--- src/rtl/mux_pkg.sv ---
// Shared definitions for the mux scan sequencer and the mux it drives.
package mux_pkg;

    localparam int DEF_WIDTH = 4;
    localparam int DEF_NCH   = 16;

    typedef enum logic [2:0] {
        IDLE,
        SCAN,
        SAMPLE,
        HOLD,
        DONE
    } state_e;

endpackage

--- src/rtl/mux_scan_seq.sv ---
// Sweeps the select of an external NCH:1 mux over the enabled channels,
// samples each one after a settle cycle and hands it out over valid/ready.
module mux_scan_seq
    import mux_pkg::*;
#(
    parameter int WIDTH = DEF_WIDTH,
    parameter int NCH   = DEF_NCH,
    localparam int SEL_W = $clog2(NCH)
) (
    input  logic             clk,
    input  logic             rst,
    input  logic             start,
    input  logic [NCH-1:0]   mask,
    output logic [SEL_W-1:0] sel,
    input  logic [WIDTH-1:0] mux_out,
    output logic [WIDTH-1:0] out_data,
    output logic [SEL_W-1:0] out_ch,
    output logic             out_valid,
    input  logic             out_ready,
    output logic             busy,
    output logic             done
);

    localparam logic [SEL_W-1:0] LAST_CH = SEL_W'(NCH - 1);

    state_e           state_q, state_d;
    logic [NCH-1:0]   mask_q, mask_d;
    logic [SEL_W-1:0] ch_q, ch_d;
    logic [WIDTH-1:0] out_data_q, out_data_d;
    logic [SEL_W-1:0] out_ch_q, out_ch_d;
    logic             out_valid_q, out_valid_d;
    logic             last_ch;

    assign last_ch = (ch_q == LAST_CH);

    // Next-state and datapath updates; every register holds unless told otherwise.
    always_comb begin
        state_d     = state_q;
        mask_d      = mask_q;
        ch_d        = ch_q;
        out_data_d  = out_data_q;
        out_ch_d    = out_ch_q;
        out_valid_d = out_valid_q;
        case (state_q)
            IDLE: begin
                if (start) begin
                    mask_d  = mask;
                    ch_d    = '0;
                    state_d = SCAN;
                end
            end
            SCAN: begin
                if (mask_q[ch_q]) begin
                    state_d = SAMPLE;
                end else if (last_ch) begin
                    state_d = DONE;
                end else begin
                    ch_d = ch_q + SEL_W'(1);
                end
            end
            SAMPLE: begin
                out_data_d  = mux_out;
                out_ch_d    = ch_q;
                out_valid_d = 1'b1;
                state_d     = HOLD;
            end
            HOLD: begin
                if (out_valid_q && out_ready) begin
                    out_valid_d = 1'b0;
                    if (last_ch) begin
                        state_d = DONE;
                    end else begin
                        ch_d    = ch_q + SEL_W'(1);
                        state_d = SCAN;
                    end
                end
            end
            DONE: begin
                state_d = IDLE;
            end
            default: begin
                state_d = IDLE;
            end
        endcase
    end

    // State and datapath registers; reset abandons any sweep in progress.
    always_ff @(posedge clk or posedge rst) begin
        if (rst) begin
            state_q     <= IDLE;
            mask_q      <= '0;
            ch_q        <= '0;
            out_data_q  <= '0;
            out_ch_q    <= '0;
            out_valid_q <= 1'b0;
        end else begin
            state_q     <= state_d;
            mask_q      <= mask_d;
            ch_q        <= ch_d;
            out_data_q  <= out_data_d;
            out_ch_q    <= out_ch_d;
            out_valid_q <= out_valid_d;
        end
    end

    // ch only moves on the way into SCAN, so it doubles as the held select.
    assign sel       = ch_q;
    assign out_data  = out_data_q;
    assign out_ch    = out_ch_q;
    assign out_valid = out_valid_q;
    assign busy      = (state_q != IDLE);
    assign done      = (state_q == DONE);

endmodule

--- config.mk ---
export PLATFORM = sky130hd
export DESIGN_NAME = mux_scan_seq
export DESIGN_NICKNAME = d
export VERILOG_FILES = /design/src/rtl/mux_pkg.sv /design/src/rtl/mux_scan_seq.sv
export SDC_FILE = /design/constraint.sdc
export NUM_CORES = 1
export LEC_CHECK = 0
export CORE_MARGIN = 4
export CORE_UTILIZATION = 25
export DETAILED_ROUTE_END_ITERATION = 12
export PLACE_DENSITY = 0.46
export SLEW_MARGIN = 25
export SYNTH_ARGS = -nofsm -noshare
export SYNTH_HDL_FRONTEND = slang
export SYNTH_SLANG_ARGS = --single-unit
--- constraint.sdc ---
create_clock -name clk -period 4.05 [get_ports clk]
set_clock_uncertainty 0.1 [all_clocks]
set_input_delay 1.0125 -clock clk [delete_from_list [all_inputs] [get_ports clk]]
set_output_delay 1.0125 -clock clk [all_outputs]
set_load 0.05 [all_outputs]
==> flow_summary.yaml <==
status:
  status: "complete, no violations"
die:
  die_y_um: 86.59
  std_cell_rows: 28
  die_w_um: 86.59
  start_util_pct: 25.92
  dieArea_um2: 7497
  io_pins: 39
  coreArea_um2: 5956
clock_network:
  post-cts-setup-buffers: 0
  cts_root_buf: "clkbuf_8"
  cts_tree: "done"
  clkLatencyLatePin_ns: 0.28
  clkSinkCount: 32
  htree_levels: 2
  cts_resized: 0
  path_clk_slew_ns: 0.06
  cts_hold_buf: 0
  cts_buffers: 5
  clk_path_buf_depth: 2
synthesis:
  ys_ff_latch: 32
  yosysSeqAreaShare_pct: 51.86
  netlist_instances: 118
  synth.top_cells.by_count: "32 x dfrtp_1, 24 x mux2_2, 5 x inv_1, 5 x mux2i_1"
  synth.most_common_cell: "dfrtp_1"
  ys_top_cells_by_area: "dfrtp_1 52%, mux2_2 18%, mux4_1 3.4%"
  postSynthNetCount: 143
  synth_top_area_cell: "dfrtp_1"
  synth.avg_cell_area_um2: 13.08
  synthFlopType: "dfrtp_1"
  synth_cell_type_count: 39
  synth_edf_count: 0
  async_flop_share_pct: 100.0
  syn_area_um2: 1544
  yosys_warnings: 0
  yosysTopAreaCellShare_pct: 51.86
grt:
  grt_util_met1_pct: 12.35
  grt_pass1_vias: 1151
  antenna_found_initial: 0
  grt_busiest_layer: "met2"
  overflow: 0
  grtUsageMet2_pct: 15.30
  use_met3_pct: 3.707
  grt.total_usage_pct: 9.894
  grt_pass1_wl_um: 5692
  grt_max_degree: 33
setup_path:
  startpoint_type: "flop"
  crit_required_ns: 2.94
  crit_type: "flop to primary output"
  endpoint_kind: "primary output"
  cp_max_fo: 16
  crit_arrival_ns: 2.00
power_and_ir_drop:
  p_per_area_nw_per_um2: 806.0
  peakVddDrop_mv: 0.2328
  total_leakage_power_nw: 0.8377
route:
  via_per_inst: 4.718
  firstDrtPassIters: 4
  finalWirelength_um: 3394
  routedWlPerCell_um: 14.50
  num_vias: 1104
  drcViolationCount: 0
  antenna_left: 0
  drtIter0Drc: 70
timing:
  tightest_slew_ns: 0.8001
  slew_headroom_pct: 46.60
  final_max_slew_viol_count: 0
  finalHoldViolations: 0
  fmax_ghz: 0.3217
  rsz0062_at_grt: "no"
  period_share_pct: 76.74
  finalHoldWorstSlack_ns: 0.4035
  period_minus_slack_ns: 3.108
  setup_viol: 0
  tns_ns: 0
layout:
  drive_above_1_share_pct: 23.27
  num-nets-final: 183
  synthToLayoutAreaGrowth_pct: 34.68
  diodes: 0
  fin_util_pct: 34.92
job:
  drv_cap: 0
placement:
  finalWeightedCongestion: 0.8095
  dp_hpwl_um: 2465
  io_buffers: 38
hold_path:
  worst_hold_path_type: "flop to flop"
## cells in the final DEF, fill, tap and decap left out, types with 2 or more instances in the layout
master           netlist  final
inv_1                  5      5
mux4_1                 2      2
nand3_1                4      4
nor2b_1                2      2
a21oi_1                2      2
o31a_1                 2      2
clkbuf_1               2      2
dfrtp_1               32     32
nor3_1                 2      2
o21ai_0                2      2
mux2i_1                5      5
nor2_1                 3      3
clkdlybuf4s50_1        0     38
mux2_2                24     24
clkbuf_8               0      6
nand2_1                4      4
o22ai_1                2      2
## where the power goes
part | leakage (nW) | internal, mW | switching [mW] | total, mW
sequential | 0.388 | 0.469 | 0.135 | 0.603
combinational | 0.404 | 0.388 | 0.437 | 0.825
clock | 0.0455 | 0.138 | 0.109 | 0.248
## path summary, 6_finish.rpt
check	startpoint	end	slack, ns	depth (start not counted)
max in group asynchronous	rst	out_valid	2.52	3
hold reg to reg	mask_q[8]	mask_q[8]	0.40	1
setup / recovery	state_q[1]	busy	0.94	2
hold / removal	mask_q[8]	mask_q[8]	0.40	1
setup reg to reg	state_q[1]	mask_q[8]	1.79	3
min in group asynchronous	rst	out_data[0]	1.03	3
## critical path, stage by stage (launching register included)
cell and delay, ns:
dfrtp_1 0.54, or3_1 0.46, clkdlybuf4s50_1 0.72
## kinds of logic after synthesis
group / synth area share [%]
muxes: 26.58
buffers and inverters: 3.566
adders and majority gates: 0.8102
DFF: 51.86
and+or+nand+nor: 8.024
AOI/OAI and AO/OA: 9.158
## sequential cells by signal, summed over array words and instances, names as in the netlist
name / cells
out_valid: 1
sel: 4
mask_q: 16
out_data: 4
state_q: 3
out_ch: 4
## metrics by stage
step                instance area (um^2)  worst slack (ns)  std cells  power [mW]
floorplan                           1544             1.261        118       1.208
global placement                    1989             1.260        226       1.430
detailed placement                  1989             1.241        226       1.446
CTS                                 2079            0.9352        234       1.704
global route                        2079            0.8767        234       1.795
finish                              2079            0.9419        234       1.676
## final cells by class
cell class	instances	area, um^2
Fill cell	607	3876
Sequential cell	32	800.8
Multi-Input combinational cell	75	688.2
Timing Repair Buffer	39	387.9
Tap cell	75	93.84
Clock buffer	8	90.09
Inverter	5	18.77
## metal layers
layer  wire (um)  vias up
li1            -      514
met1        1464      545
met2        1625       41
met3         246        4
met4          57        0
met5           0        -
(Power assumes the default switching activity.)
==> variant 1: new RTL, config.mk and constraints unchanged <==
Change the package constant `DEF_NCH` from 16 to 32.
--- a/src/rtl/mux_pkg.sv
+++ b/src/rtl/mux_pkg.sv
@@ -3,5 +3,5 @@
 
     localparam int DEF_WIDTH = 4;
-    localparam int DEF_NCH   = 16;
+    localparam int DEF_NCH   = 32;
 
     typedef enum logic [2:0] {
Ports: changed (resized mask, out_ch and sel); port bits go from 39 to 57. No check against the original RTL was run, so the function may have changed too.
==> variant 1 against the unedited design <==
Fmax increased by 1.9%. Power is 48% lower. Core utilization decreased by 0.87 points. Highest routed layer unchanged. Register-to-register slack worse by 170 ps. Sequential power down 13%. Worst hold slack got worse by 7.2 ps. Routed wire length grew 61%. Worst setup slack improved by 59 ps. Sequential cell count is 18 higher. Synthesized cell count is 53% higher. Area after synthesis up 55%. Final area up 52%. Final cell count increased by 58%.
==> variant 1: results (changes against the unedited design) <==
Parameter                              Value

Clock tree
  Source-to-sink clock delay at the later pin of the worst-skew pair ... 300 ps (+20 ps)
  Clock transition at the registers of the reported paths ... 90 ps (+30 ps)
  CTS Sinks ... 50 (+56%)

Status
  Run status ... complete, no violations

Final layout
  Clock-cell share of area ... 0.0241 (-0.0192)
  Fill cell instance count of the final layout ... 970 (+60%)
  Sequential share of cell area ... 0.396 (+0.0108)
  Area of combinational cells with multiple inputs ... 1070 sq um (+55%)
  Number of combinational gates with multiple inputs ... 119 (+59%)
  Final nets ... 282 (+54%)
  Share of layout cells above drive strength 1 ... 0.233 (+0.000629)
  Finished Layout Cells ... 369 (+58%)
  Flip-flop count of the largest register after layout ... 32 (+16)

Setup path
  CP max FO ... 7 (-9)
  Worst Reg-to-Reg Cells ... 9 (+6)
  Signal arrival time at the worst endpoint ... 1940 ps (-60 ps)
  Capture point of the critical path ... done

Drt
  Vias per Instance ... 4.40 (-6.7%)

Synth
  Synthesized-area fraction occupied by adder cells ... 0.0104 (+0.00233)
  Post-Syn Area per Cell ... 13.3 sq um (+1.3%)
  Compound-cell area share of the yosys netlist ... 0.0798 (-0.0118)
  Total nets after synthesis ... 223 (+56%)

GRT
  First-pass GRT wire length ... 8850 microns (+56%)

Worst hold path
  Hold-critical path endpoint ... mask_q[22]$_DFFE_PP0P_

Power
  Seq power ... 523 uW (-13%)
  Relative contribution of the clock network to total power ... 0.316 (+0.168)

STA
  Transition time at the pin with the least slew margin ... 769 ps (-31.3 ps)

Place
  DP HPWL ... 3930 microns (+60%)
==> variant 1: cell count changes in the layout (fill, tap and decap cells not counted), sizes merged, moves of 3 or more <==
cell and delta:
clkdlybuf4s50 +18, dfrtp +18, mux2 +16, mux2i +11, nand3 +6, a22oi +5, buf +3, mux4 -3
==> variant 1: routing by layer <==
layer / share of wire / GRT usage / up-vias
met5: 0 / 0 / -
met4: 0.010 / 0.0250 / 0
met3: 0.059 / 0.0328 / 5
met2: 0.47 / 0.157 / 36
met1: 0.46 / 0.137 / 807
li1: - / - / 776
==> variant 1: through the flow <==
step | utilization | hold slack (ps) | worst slack [ps] | area [sq um]
global route | 0.340 | 415 | 869 | 3160
global placement | 0.332 | 370 | 1120 | 3080
finish | 0.340 | 396 | 1000 | 3160
CTS | 0.340 | 403 | 984 | 3160
detailed placement | 0.332 | 380 | 1120 | 3080
floorplan | - | 357 | 1740 | 2400
==> variant 2: new RTL, same settings <==
Without the edit above. Take the reset off `ch_q` and load it in a clocked block of its own.
--- a/src/rtl/mux_scan_seq.sv
+++ b/src/rtl/mux_scan_seq.sv
@@ -90,5 +90,4 @@
             state_q     <= IDLE;
             mask_q      <= '0;
-            ch_q        <= '0;
             out_data_q  <= '0;
             out_ch_q    <= '0;
@@ -97,9 +96,12 @@
             state_q     <= state_d;
             mask_q      <= mask_d;
-            ch_q        <= ch_d;
             out_data_q  <= out_data_d;
             out_ch_q    <= out_ch_d;
             out_valid_q <= out_valid_d;
         end
+    end
+
+    always_ff @(posedge clk) begin
+        ch_q <= ch_d;
     end
 
Check against the original RTL: differs if rst is asserted again (counterexample within 4 cycles, from zero or initial values and one cycle with rst high); with rst held inactive, the same outputs for 10 cycles.
==> variant 2 against the unedited design <==
Synthesized cell count shrank 4.2%. Critical path type unchanged. Worst setup slack gained 110 ps. Global-route usage shrank 0.47 points. Sequential cell count is the same. Routed wire length shrank 6.9%. Final area shrank 1.4%. Sequential share of layout area grew 1.5 points. Area after synthesis shrank 1.8%.
Power is not compared: it rests on default switching activity, and its combinational part moved more than twofold at a synthesized area within 25%.
==> variant 2: results (changes against the unedited design) <==
Parameter                              Value

Clock tree
  Clock transition at the registers of the reported paths ... 60 ps (about the same)
  Gates resized, CTS repair ... 0 (unchanged)
  CTS HTree Levels ... 2 (unchanged)
  Number of CTS-inserted buffers ... 5 (unchanged)
  Source-to-sink clock delay at the later pin of the worst-skew pair ... 280 ps (about the same)
  Number of buffers inserted by post-CTS setup repair ... 0 (unchanged)

Drt
  Via Count ... 1,026 (-7.1%)
  Detailed router's first-iteration violation count ... 67 (-4.3%)
  Number of iterations in the first detailed-routing pass ... 4 (unchanged)
  Wire length on met2 ... 1480 microns (-9.0%)
  Routed metal-1 wire length ... 1450 microns (-0.75%)
  WL/cell ... 13.9 microns (-4.0%)
  Routed met3 length ... 208 microns (-15%)
  Uppermost signal routing layer after detailed routing ... met4

GRT
  Via count of the first global-routing pass ... 1,108 (-3.7%)
  Met3 global-route usage ... 0.0365 (-0.000569)
  Met1 Resource Use GR ... 0.122 (-0.00168)
  Initial antenna violation count ... 0 (unchanged)
  Total global-route track usage ... 0.0943 (-0.00467)
  First-pass GRT wire length ... 5420 microns (-4.7%)
  Pin count of the biggest net entering global routing ... 29 (-12%)
  Met2 Track Usage GR ... 0.147 (-0.00583)

Synth
  Most common library cells after synthesis ... 28 x sky130_fd_sc_hd__dfrtp_1, 24 x sky130_fd_sc_hd__mux2_1, 6 x sky130_fd_sc_hd__nor2_1
  Async set or reset register ratio after synthesis ... 0.875 (-0.125)
  Total nets after synthesis ... 138 (-3.5%)
  Yosys warning total ... 0 (unchanged)
  Number of flops mapped to enable cells by yosys ... 4 (+4)
  Count of cell types in the netlist ... 34 (-13%)
  Portion of the post-synthesis area used by sequential elements ... 0.541 (+0.0226)
  Number of instances in the synthesized netlist ... 113 (-4.2%)
  Cell types occupying the most area after synthesis ... sky130_fd_sc_hd__dfrtp_1 46%, sky130_fd_sc_hd__mux2_1 18%, sky130_fd_sc_hd__edfxtp_1 7.9%

Final layout
  Fill cell instance count of the final layout ... 590 (-2.8%)
  Register with the most flip-flops ... mask_q
  Share of layout cells above drive strength 1 ... 0.132 (-0.101)
  Finished Layout Cells ... 227 (-3.0%)
  Final nets ... 177 (-3.3%)

Place
  GP Congestion ... 0.731 (-9.7%)
  Count of buffers inserted at the top-level ports ... 38 (unchanged)
  Pre-CTS setup slack ... 1180 ps (-63.7 ps)
  DP HPWL ... 2340 microns (-4.9%)
  Count of placed standard cells including taps ... 220 (-2.7%)
  Cell area after placement ... 1950 sq um (-1.8%)

Setup path
  CP max FO ... 8 (-8)
  Worst Reg-to-Reg Cells ... 4 (+1)
  Signal arrival time at the worst endpoint ... 1880 ps (-120 ps)

Worst hold path
  HP Class ... reg2reg

STA
  Max transition margin ... 0.476 (+0.0104)

Power
  P per Cell Area ... 312 nW/um^2

Status
  Run status ... complete, no violations
==> variant 2: changes by cell type after synthesis, sizes merged, moves of 2 or more <==
| cell | change |
|---|---|
| dfrtp | -4 |
| edfxtp | +4 |
| mux2i | -3 |
| nor2 | +3 |
| a31oi | +2 |
| nand2b | +2 |
| nand3 | -2 |
| nor2b | -2 |
| o31a | -2 |
| or3 | +2 |
==> variant 2: layout make-up <==
class / instances / area share
sequential: 32 / 0.400
tap: 75 / 0.0458
clock buffer: 7 / 0.0470
inverter: 4 / 0.00733
multi-input combinational: 71 / 0.314
timing repair buffer: 38 / 0.186
==> variant 2: worst max-delay path, cell delays in order, from the launching register on <==
cell and delay [ps]:
sky130_fd_sc_hd__dfrtp_1 460, sky130_fd_sc_hd__or3_1 420, sky130_fd_sc_hd__clkdlybuf4s50_1 720
==> variant 2: cell families after synthesis <==
logic type,synth area share
AO/OA/AOI/OAI,0.0676
adder cells (fa/ha/maj),0.00825
XOR/XNOR,0.00578
multiplexers,0.253
flip-flops,0.541
AND/OR/NAND/NOR,0.0891
buffers and inverters,0.0346
==> variant 2: path summary, 6_finish.rpt <==
kind | start | to | slack (ps)
min | mask_q[11]$_DFFE_PP0P_ | mask_q[11]$_DFFE_PP0P_ | 380
max in group asynchronous | rst | mask_q[8]$_DFFE_PP0P_ | 2430
min in group asynchronous | rst | out_data[1]$_DFFE_PP0P_ | 1030
max | state_q[0]$_DFFE_PP0P_ | busy | 1060
max reg2reg | sel[1]$_SDFFCE_PN0P_ | sel[2]$_SDFFCE_PN0P_ | 1590
min reg2reg | mask_q[11]$_DFFE_PP0P_ | mask_q[11]$_DFFE_PP0P_ | 380
==> variant 2: report_power, final <==
part           internal, uW  switching (uW)  total, uW
logic                  27.8            13.5       41.3
clock network           151             110        261
registers               333            3.68        336
total                   512             127        638
